<file path="config.mk">
export PLATFORM = sky130hd
export DESIGN_NAME = pulse_gen
export DESIGN_NICKNAME = d
export VERILOG_FILES = /design/src/rtl/pulse_gen.sv
export SDC_FILE = /design/constraint.sdc
export NUM_CORES = 1
export LEC_CHECK = 0
export ABC_CLOCK_PERIOD_IN_PS = 2390
export CAP_MARGIN = 20
export CORE_ASPECT_RATIO = 0.9
export CORE_MARGIN = 2
export CORE_UTILIZATION = 45
export CTS_CLUSTER_DIAMETER = 100
export CTS_CLUSTER_SIZE = 16
export DETAILED_ROUTE_END_ITERATION = 7
export HOLD_SLACK_MARGIN = 0.15
export PLACE_DENSITY = 0.71
export SYNTH_ARGS = -nofsm -noshare
export SYNTH_HDL_FRONTEND = slang
export SYNTH_SLANG_ARGS = --single-unit
export TNS_END_PERCENT = 1
</file>
<file path="constraint.sdc">
create_clock -name clk -period 2.39 [get_ports clk]
set_input_delay 0.239 -clock clk [delete_from_list [all_inputs] [get_ports clk]]
set_output_delay 0.239 -clock clk [all_outputs]
set_load 0.02 [all_outputs]
</file>
<file path="src/rtl/pulse_gen.sv">
// Pulse-event transmitter: queues evt_in requests and launches WIDTH-cycle pulses at least GAP cycles apart.
// Optional PULSE_GEN_TOGGLE_EN adds toggle_out, which flips on every launch.
module pulse_gen #(
  parameter int unsigned GAP   = 8,
  parameter int unsigned WIDTH = 1,
  parameter int unsigned DEPTH = 15,
  localparam int unsigned PW   = $clog2(DEPTH + 1)
) (
  input  logic          clk,
  input  logic          rst_n,
  input  logic          evt_in,
  input  logic          clr_ovf,
  output logic          pulse_out,
  output logic [PW-1:0] pending,
  output logic          busy,
`ifdef PULSE_GEN_TOGGLE_EN
  output logic          toggle_out,
`endif
  output logic          overflow
);

  localparam int unsigned PHW = (GAP > 1) ? $clog2(GAP) : 1;

  typedef enum logic [1:0] {
    IDLE = 2'd0,
    HIGH = 2'd1,
    LOW  = 2'd2
  } state_e;

  state_e          state_q, state_d;
  logic [PHW-1:0]  ph_q, ph_d;
  logic [PW-1:0]   pend_q, pend_d;
  logic            ovf_q, ovf_d;
  logic            pulse_q, pulse_d;
  logic            launch_ok, launch, acc, drop;
`ifdef PULSE_GEN_TOGGLE_EN
  logic            tog_q, tog_d;
`endif

  // Next-state, queue and flag logic
  always_comb begin
    state_d   = state_q;
    ph_d      = ph_q;
    launch_ok = (state_q == IDLE) || ((state_q == LOW) && (ph_q == PHW'(GAP - 1)));
    launch    = launch_ok && ((pend_q != '0) || evt_in);
    acc       = evt_in && ((pend_q < PW'(DEPTH)) || launch);
    drop      = evt_in && !acc;

    unique case (state_q)
      IDLE: ph_d = '0;
      HIGH: begin
        ph_d = ph_q + PHW'(1);
        if (ph_q == PHW'(WIDTH - 1)) state_d = LOW;
      end
      LOW: begin
        ph_d = ph_q + PHW'(1);
        if (ph_q == PHW'(GAP - 1)) begin
          state_d = IDLE;
          ph_d    = '0;
        end
      end
      default: begin
        state_d = IDLE;
        ph_d    = '0;
      end
    endcase

    if (launch) begin
      state_d = HIGH;
      ph_d    = '0;
    end

    // Accept and launch in the same cycle cancel out; a launch from empty consumes evt_in directly
    pend_d = pend_q;
    if (acc && !launch)      pend_d = pend_q + PW'(1);
    else if (!acc && launch) pend_d = pend_q - PW'(1);

    ovf_d = ovf_q;
    if (drop)         ovf_d = 1'b1;
    else if (clr_ovf) ovf_d = 1'b0;

    pulse_d = (state_d == HIGH);
`ifdef PULSE_GEN_TOGGLE_EN
    tog_d = tog_q ^ launch;
`endif
  end

  always_ff @(posedge clk or negedge rst_n) begin
    if (!rst_n) begin
      state_q <= IDLE;
      ph_q    <= '0;
      pend_q  <= '0;
      ovf_q   <= 1'b0;
      pulse_q <= 1'b0;
`ifdef PULSE_GEN_TOGGLE_EN
      tog_q   <= 1'b0;
`endif
    end else begin
      state_q <= state_d;
      ph_q    <= ph_d;
      pend_q  <= pend_d;
      ovf_q   <= ovf_d;
      pulse_q <= pulse_d;
`ifdef PULSE_GEN_TOGGLE_EN
      tog_q   <= tog_d;
`endif
    end
  end

  assign pulse_out = pulse_q;
  assign pending   = pend_q;
  assign overflow  = ovf_q;
  assign busy      = (state_q != IDLE) || (pend_q != '0);
`ifdef PULSE_GEN_TOGGLE_EN
  assign toggle_out = tog_q;
`endif

endmodule

</file>
==> results of run 1 <==
-- worst min path at each step --
stage / endpoint / startpoint / cells past startpoint / slack [ns]
finish: ph_q[2] / rst_n / 1 / 0.31
global route: pulse_out / rst_n / 1 / 0.34
detailed placement: overflow / overflow / 2 / 0.52
floorplan: overflow / rst_n / 0 / -0.06
CTS: ph_q[2] / rst_n / 1 / 0.32
global placement: overflow / overflow / 2 / 0.50
-- area by class of cell --
type                       instances  area share (%)
tap                               24            2.82
inverter                           7            2.70
multi-input combinational         53            49.1
timing repair buffer              21            17.1
sequential                        11            25.8
clock buffer                       4            2.46
-- critical path, cell delays in order (launching register included) --
cell,delay [ns]
dfrtp_1,0.39
ha_2,0.20
ha_4,0.15
a21o_1,0.18
a21bo_4,0.20
ha_4,0.14
inv_4,0.04
buf_4,0.13
buf_4,0.14
fa_1,0.42
mux2_2,0.27
-- state kept, by name, summed over array words and instances, names as in the netlist --
signal     cells
pending        4
ph_q           3
state_q        2
overflow       1
pulse_out      1
-- cell families after synthesis --
| family | Yosys count | synth area share (%) |
|---|---|---|
| simple gates | 20 | 16.3 |
| fa+ha+maj | 11 | 19.3 |
| xor+xnor | 2 | 2.33 |
| compound gates | 18 | 18.8 |
| mux | 2 | 2.82 |
| flops | 11 | 36.5 |
| buf+inv | 8 | 3.99 |
-- per-layer routing --
layer / share of wire (%) / track usage, % / wire, um
met4: 0.65 / 7.78 / 11
met1: 49 / 27.2 / 828
met2: 47 / 28.2 / 786
met5: 0 / 0 / 0
met3: 3.5 / 6.38 / 59
-- power groups by stage --
stage / Sequential (uW) / Clock [uW] / Combinational, uW
floorplan: 412 / 0 / 545
global placement: 350 / 0 / 935
detailed placement: 350 / 0 / 969
CTS: 347 / 133 / 991
global route: 364 / 142 / 1160
finish: 356 / 125 / 1040
-- cell usage after synthesis (2+ instances only) --
| library cell | n |
|---|---|
| nand2b_1 | 2 |
| nand2_1 | 4 |
| o21ai_0 | 4 |
| o2111a_1 | 3 |
| nor2_1 | 2 |
| nand3_1 | 2 |
| xnor2_1 | 2 |
| nor3_1 | 2 |
| ha_1 | 10 |
| dfrtp_1 | 11 |
| inv_1 | 7 |
| a21oi_1 | 2 |
| o211ai_1 | 2 |
| nor2b_1 | 2 |
-- stage by stage --
stage	hold slack [ns]	total power, uW	worst slack [ns]	util [%]
3_5_place_dp	0.519	1320	-0.00915	60.1
5_1_grt	0.336	1660	-0.0681	65.4
4_1_cts	0.317	1470	0.00175	62.7
6_report	0.305	1530	0.0316	65.4
2_1_floorplan	-0.0566	957	0.00687	-
3_3_place_gp	0.500	1280	0.0252	60.1
-- cell usage in the layout, fill, tap and decap left out, drive strengths merged --
cell           instances
a21bo                  1
inv                    7
clkbuf                 4
clkdlybuf4s50         10
a211oi                 1
nor3                   2
a21o                   1
ha                    10
nor2                   2
nand4                  1
or4                    1
buf                   11
o21ai                  4
o2111a                 3
o32ai                  1
nand2                  4
nor2b                  2
nand2b                 2
o41ai                  1
a21oi                  2
o211ai                 2
a2111o                 1
fa                     1
a221oi                 1
and2                   1
or3                    1
nand3                  2
mux2                   1
mux2i                  1
nor4                   1
dfrtp                 11
nand3b                 1
xnor2                  2
-- repair_timing --
action | 4_1_cts | 5_1_grt
resized for setup | 4 | 8
pin swaps | 4 | 9
setup endpoints to repair | 1 | 3
setup buffers | 1 | 1
==> summary.md, run 1 <==
| Metric | Value |
|---|---|
| Status | finished, final reports clean |
| Row cnt | 14 |
| Max Buffers Root-to-Sink | 2 |
| Setup TNS Final | 0 ns |
| CP endpoint | pending[1] |
| Slew @ Worst Pin | 0.505 ns |
| IO Pins | 11 |
| Number of max-cap violations | 0 |
| R2R Path End | pending[1] |
| Core area | 1630 um2 |
| Yosys reg bits | 11 |
| R2R setup slack | 0.03 ns |
| Drt pass-1 iters | 3 |
| Synth async-reset ratio | 100% |
| Reg-to-reg critical path startpoint | ph_q[1] |
| Synthesized area | 753 um2 |
| # hold bufs at CTS | 0 |
| First-pass GRT wire length | 2.77 mm |
| Placed inst area | 978 um2 |
| Starting DRT DRC Count | 11 |
| Fmax | 0.424 GHz |
| Initial Utilization | 46.2% |
| VDD IR max | 690 uV |
| Syn Nets | 87 |
| Post-synth EDFFs | 0 |
| Hold Crit Class | in -> async |
| Switching fraction of total power | 43.1% |
| Final slew viol count | 0 |
| Initial antenna violation count | 0 |
| Total grt overflow | 0 |
| GPL Wtd Cong | 0.859 |
| Routed Wire Length | 1.69 mm |
| RSZ-0062 raised after global routing | yes |
| Combinational power share | 68.5% |
| Final min period | 2.36 ns |
| Clock latency on the worst-skew pair | 0.27 ns |
| CP required | 2.55 ns |
| Leak | 0.000449 uW |
| Clock skew | 0.00239 ns |
| Crit Path Max Fanout | 3 |
| Fill cells | 132 |
| Period utilisation layout | 98.7% |
| DR DRC count | 0 |
| Yosys warns | 0 |
| Largest net degree at the start of global routing | 12 |
| Vias per inst | 5.18 |
| Clock sink count | 11 |
| PortBufs | 10 |
| Clk slew on worst S/H paths | 0.07 ns |
| Slew margin rel. | 66.3% |
| Post-synthesis sequential area ratio | 36.5% |
| Top-area cell type share of the netlist area | 36.5% |
| Reg2Reg Depth | 10 |
| Area Growth Syn to Fin | 41.5% |
| Dpl cells | 114 |
| Arr. time, crit path | 2.52 ns |
| Die height | 42.8 um |
| Internal | 869 uW |
| CTS Buf Count | 3 |
| Final net count | 112 |
| Final hold viol count | 0 |
| Power per cell area | 1430 nW/um2 |
| CTS tree | yes |
| H-tree levels | 1 |
| Register Area | 275 um2 |
| Clk network pwr share | 8.2% |
| Diode count | 0 |
| Avg Inst Size Synth | 10.5 um2 |
| GRT Total Usage | 19.7% |
| Most used DFF post-synth | dfrtp_1 |
| Die W | 47.1 um |
| Final setup viols | 0 |
| Synth Instances | 72 |
| Die Area | 2020 um2 |
| Share of post-route cells with drive strength above 1 | 30.2% |
| Area occupied by multi-input gates | 523 um2 |
| Switch Pwr | 657 uW |
| CTS Root Cell | clkbuf_4 |
| Crit path launch type | register |
| WL/cell | 14.1 um |
| Detailed placement HPWL | 1.21 mm |
| Largest cells by area after synthesis | dfrtp_1 37%, ha_1 17%, o2111a_1 4.5% |
| CP endpoint kind | register |
| Vias in the first global route | 611 |
| Register share of total power | 23.3% |
| Post-DRT Antenna Nets | 0 |
| Final instance area | 1070 um2 |
| Post-synth top area cell | dfrtp_1 |
| Via Count | 621 |
| Crit path from | ph_q[1] |
| WS Path Type | reg -> reg |
| Unique masters post-synth | 31 |
| Finished Layout Cells | 120 |
(Power assumes the default switching activity.)
==> run 2, diff against run 1 <==
- CELL_PAD_IN_SITES_DETAIL_PLACEMENT: default -> 0
- CELL_PAD_IN_SITES_GLOBAL_PLACEMENT: default -> 1
- CORE_UTILIZATION: 45 -> 36
- PLACE_DENSITY: 0.71 -> default
- PLACE_DENSITY_LB_ADDON: default -> 0.1
==> run 2 against run 1 <==
  * The flow now finishes with violations (negative setup slack)
  * Cell area increased by 7.2%
  * Hold slack got worse by 0.0040 ns
  * Maximum frequency decreased by 1.8%
  * Routed wire length increased by 5.3%
  * Critical endpoint is now pending[3]
==> summary.md, run 2 (same netlist as run 1, synthesis figures left out) <==
| Metric | Value |
|---|---|
| Status | finished, violations left |
| Failing checks | negative setup slack |
| Diode count | 0 (unchanged) |
| Row cnt | 15 (+1) |
| Drt pass-1 iters | 3 (unchanged) |
| Core area | 1950 um2 (+20%) |
| Arr. time, crit path | 2.59 ns (+0.07 ns) |
| PortBufs | 10 (unchanged) |
| First-pass GRT wire length | 3.02 mm (+9.0%) |
| VDD IR max | 854 uV (+24%) |
| GRT Total Usage | 17.1% (-2.6 points) |
| Most frequent cells in the layout | 14 x buf_4, 11 x dfrtp_1, 10 x clkdlybuf4s50_1 |
| Final hold viol count | 0 (unchanged) |
| Clock sink count | 11 (unchanged) |
| Via Count | 648 (+4.3%) |
| Die Area | 2470 um2 (+23%) |
| Routed Wire Length | 1.78 mm (+5.3%) |
| Final net count | 117 (+4.5%) |
| Crit Path Max Fanout | 4 (+1) |
| Die height | 47.4 um (+11%) |
| Detailed placement HPWL | 1.24 mm (+2.4%) |
| CTS Buf Count | 3 (unchanged) |
| Total grt overflow | 0 (unchanged) |
| Max reg flops | 4 (unchanged) |
| Starting DRT DRC Count | 9 (-2) |
| Post-DRT Antenna Nets | 0 (unchanged) |
| WS Path Type | reg -> reg |
| Die W | 52.2 um (+11%) |
| Final min period | 2.40 ns (+0.0422 ns) |
| Initial antenna violation count | 0 (unchanged) |
| GR Layer Usage met3 | 2.87% (-3.5 points) |
| Hold Crit Class | in -> async |
| Clk slew on worst S/H paths | 0.08 ns (about the same) |
| Area Growth Syn to Fin | 51.7% |
| Period utilisation layout | 100% (+1.8 points) |
| GPL Wtd Cong | 0.714 (-17%) |
| Power per cell area | 1460 nW/um2 (+1.8%) |
| Clock skew | 0.00867 ns (+0.00628 ns) |
| Share of post-route cells with drive strength above 1 | 36.6% (+6.4 points) |
| Most used routing layer in global routing | met2 |
| Clock latency on the worst-skew pair | 0.28 ns (about the same) |
| CTS tree | yes |
| CTS Root Cell | clkbuf_4 |
| Global Route met1 Usage | 22.7% (-4.5 points) |
| DR DRC count | 0 (unchanged) |
| Reg2Reg Depth | 11 (+1) |
| Final setup viols | 1 (+1) |
| Largest net degree at the start of global routing | 12 (unchanged) |
| CP required | 2.58 ns (+0.03 ns) |
| H-tree levels | 1 (unchanged) |
| Final Util | 58.5% (-6.9 points) |
| CP endpoint kind | register |
| Leak | 0.000480 uW (+6.9%) |
| Fin worst setup slack | -0.0106 ns (-0.0422 ns) |
| WL/cell | 14.1 um (+0.27%) |
| Slew margin rel. | 64.8% (-1.4 points) |
| Final slew viol count | 0 (unchanged) |
| Max Buffers Root-to-Sink | 2 (unchanged) |
| Initial Utilization | 38.6% (-7.6 points) |
| GR Util met2 | 27.8% (-0.37 points) |
| Fill cells | 172 (+30%) |
| Number of max-cap violations | 0 (unchanged) |
| Slew @ Worst Pin | 0.526 ns (+0.0213 ns) |
| IO Pins | 11 (unchanged) |
| Crit path launch type | register |
| Most common cell after layout, fill and taps aside | buf_4 |
| Total power | 1660 uW (+9.0%) |
| # hold bufs at CTS | 0 (unchanged) |
| Vias in the first global route | 687 (+12%) |
| RSZ-0062 raised after global routing | yes |
| Vias per inst | 5.14 (-0.62%) |
| Fmax | 0.417 GHz (-1.8%) |
==> run 2: cell count changes in the layout (fill, tap and decap cells not counted), sizes merged <==
cell    delta
clkinv     +1
clkbuf     -1
buf        +5
==> run 2: final cells by class <==
class | instances | area [um2] | area share [%]
Multi-Input combinational cell | 53 | 552 | 48.3
Sequential cell | 11 | 275 | 24.1
Timing Repair Buffer | 26 | 228 | 19.9
Tap cell | 25 | 31.3 | 2.74
Inverter | 7 | 28.8 | 2.52
Clock buffer | 3 | 22.5 | 1.97
Clock inverter | 1 | 5.00 | 0.438
==> run 2: timing repair <==
| action | in CTS | in global routing |
|---|---|---|
| pin swaps | 5 | 11 |
| endpoints found under the setup margin | 1 | 2 |
| resized for setup | 7 | 11 |
| buffers inserted | 3 | 3 |
==> run 2: final timing paths <==
path	startpoint	slack (ns)	end
worst max-delay path	ph_q[0]	-0.01	pending[3]
min in group clk	overflow	0.53	overflow
max in group asynchronous	rst_n	1.73	pending[0]
worst max register to register	ph_q[0]	-0.01	pending[3]
worst min-delay path	rst_n	0.30	state_q[0]
worst min register to register	overflow	0.53	overflow
==> run 2: routing by layer <==
| metal | routed length [um] | part of all wire (%) |
|---|---|---|
| met5 | 0 | 0 |
| met4 | 7 | 0.39 |
| met3 | 46 | 2.6 |
| met2 | 840 | 47 |
| met1 | 880 | 50 |
==> run 2: power by group <==
group / internal (uW) / switching [uW]
registers: 260 / 94.6
clock network: 62.0 / 71.0
logic: 639 / 537
total: 961 / 703
==> run 2: per-stage QoR <==
stage / std cells / setup slack [ns] / instance area [um2] / hold slack [ns] / setup TNS [ns]
3_5_place_dp: 117 / -0.0427 / 995 / 0.529 / -0.0427
5_1_grt: 126 / -0.0839 / 1140 / 0.326 / -0.0839
3_3_place_gp: 117 / -0.0275 / 995 / 0.519 / -0.0275
4_1_cts: 124 / -0.0148 / 1080 / 0.304 / -0.0148
6_report: 126 / -0.0106 / 1140 / 0.301 / -0.0106
2_1_floorplan: 72 / 0.00687 / 785 / -0.0566 / 0
==> run 2: worst max-delay path: stages (launching register included) <==
cell and delay [ns]:
dfrtp_1 0.39, ha_2 0.20, ha_4 0.16, a21o_4 0.22, a21bo_4 0.19, ha_4 0.14, inv_4 0.04, buf_6 0.12
ha_4 0.28, nand3_4 0.07, a2111o_1 0.41, o211ai_1 0.10
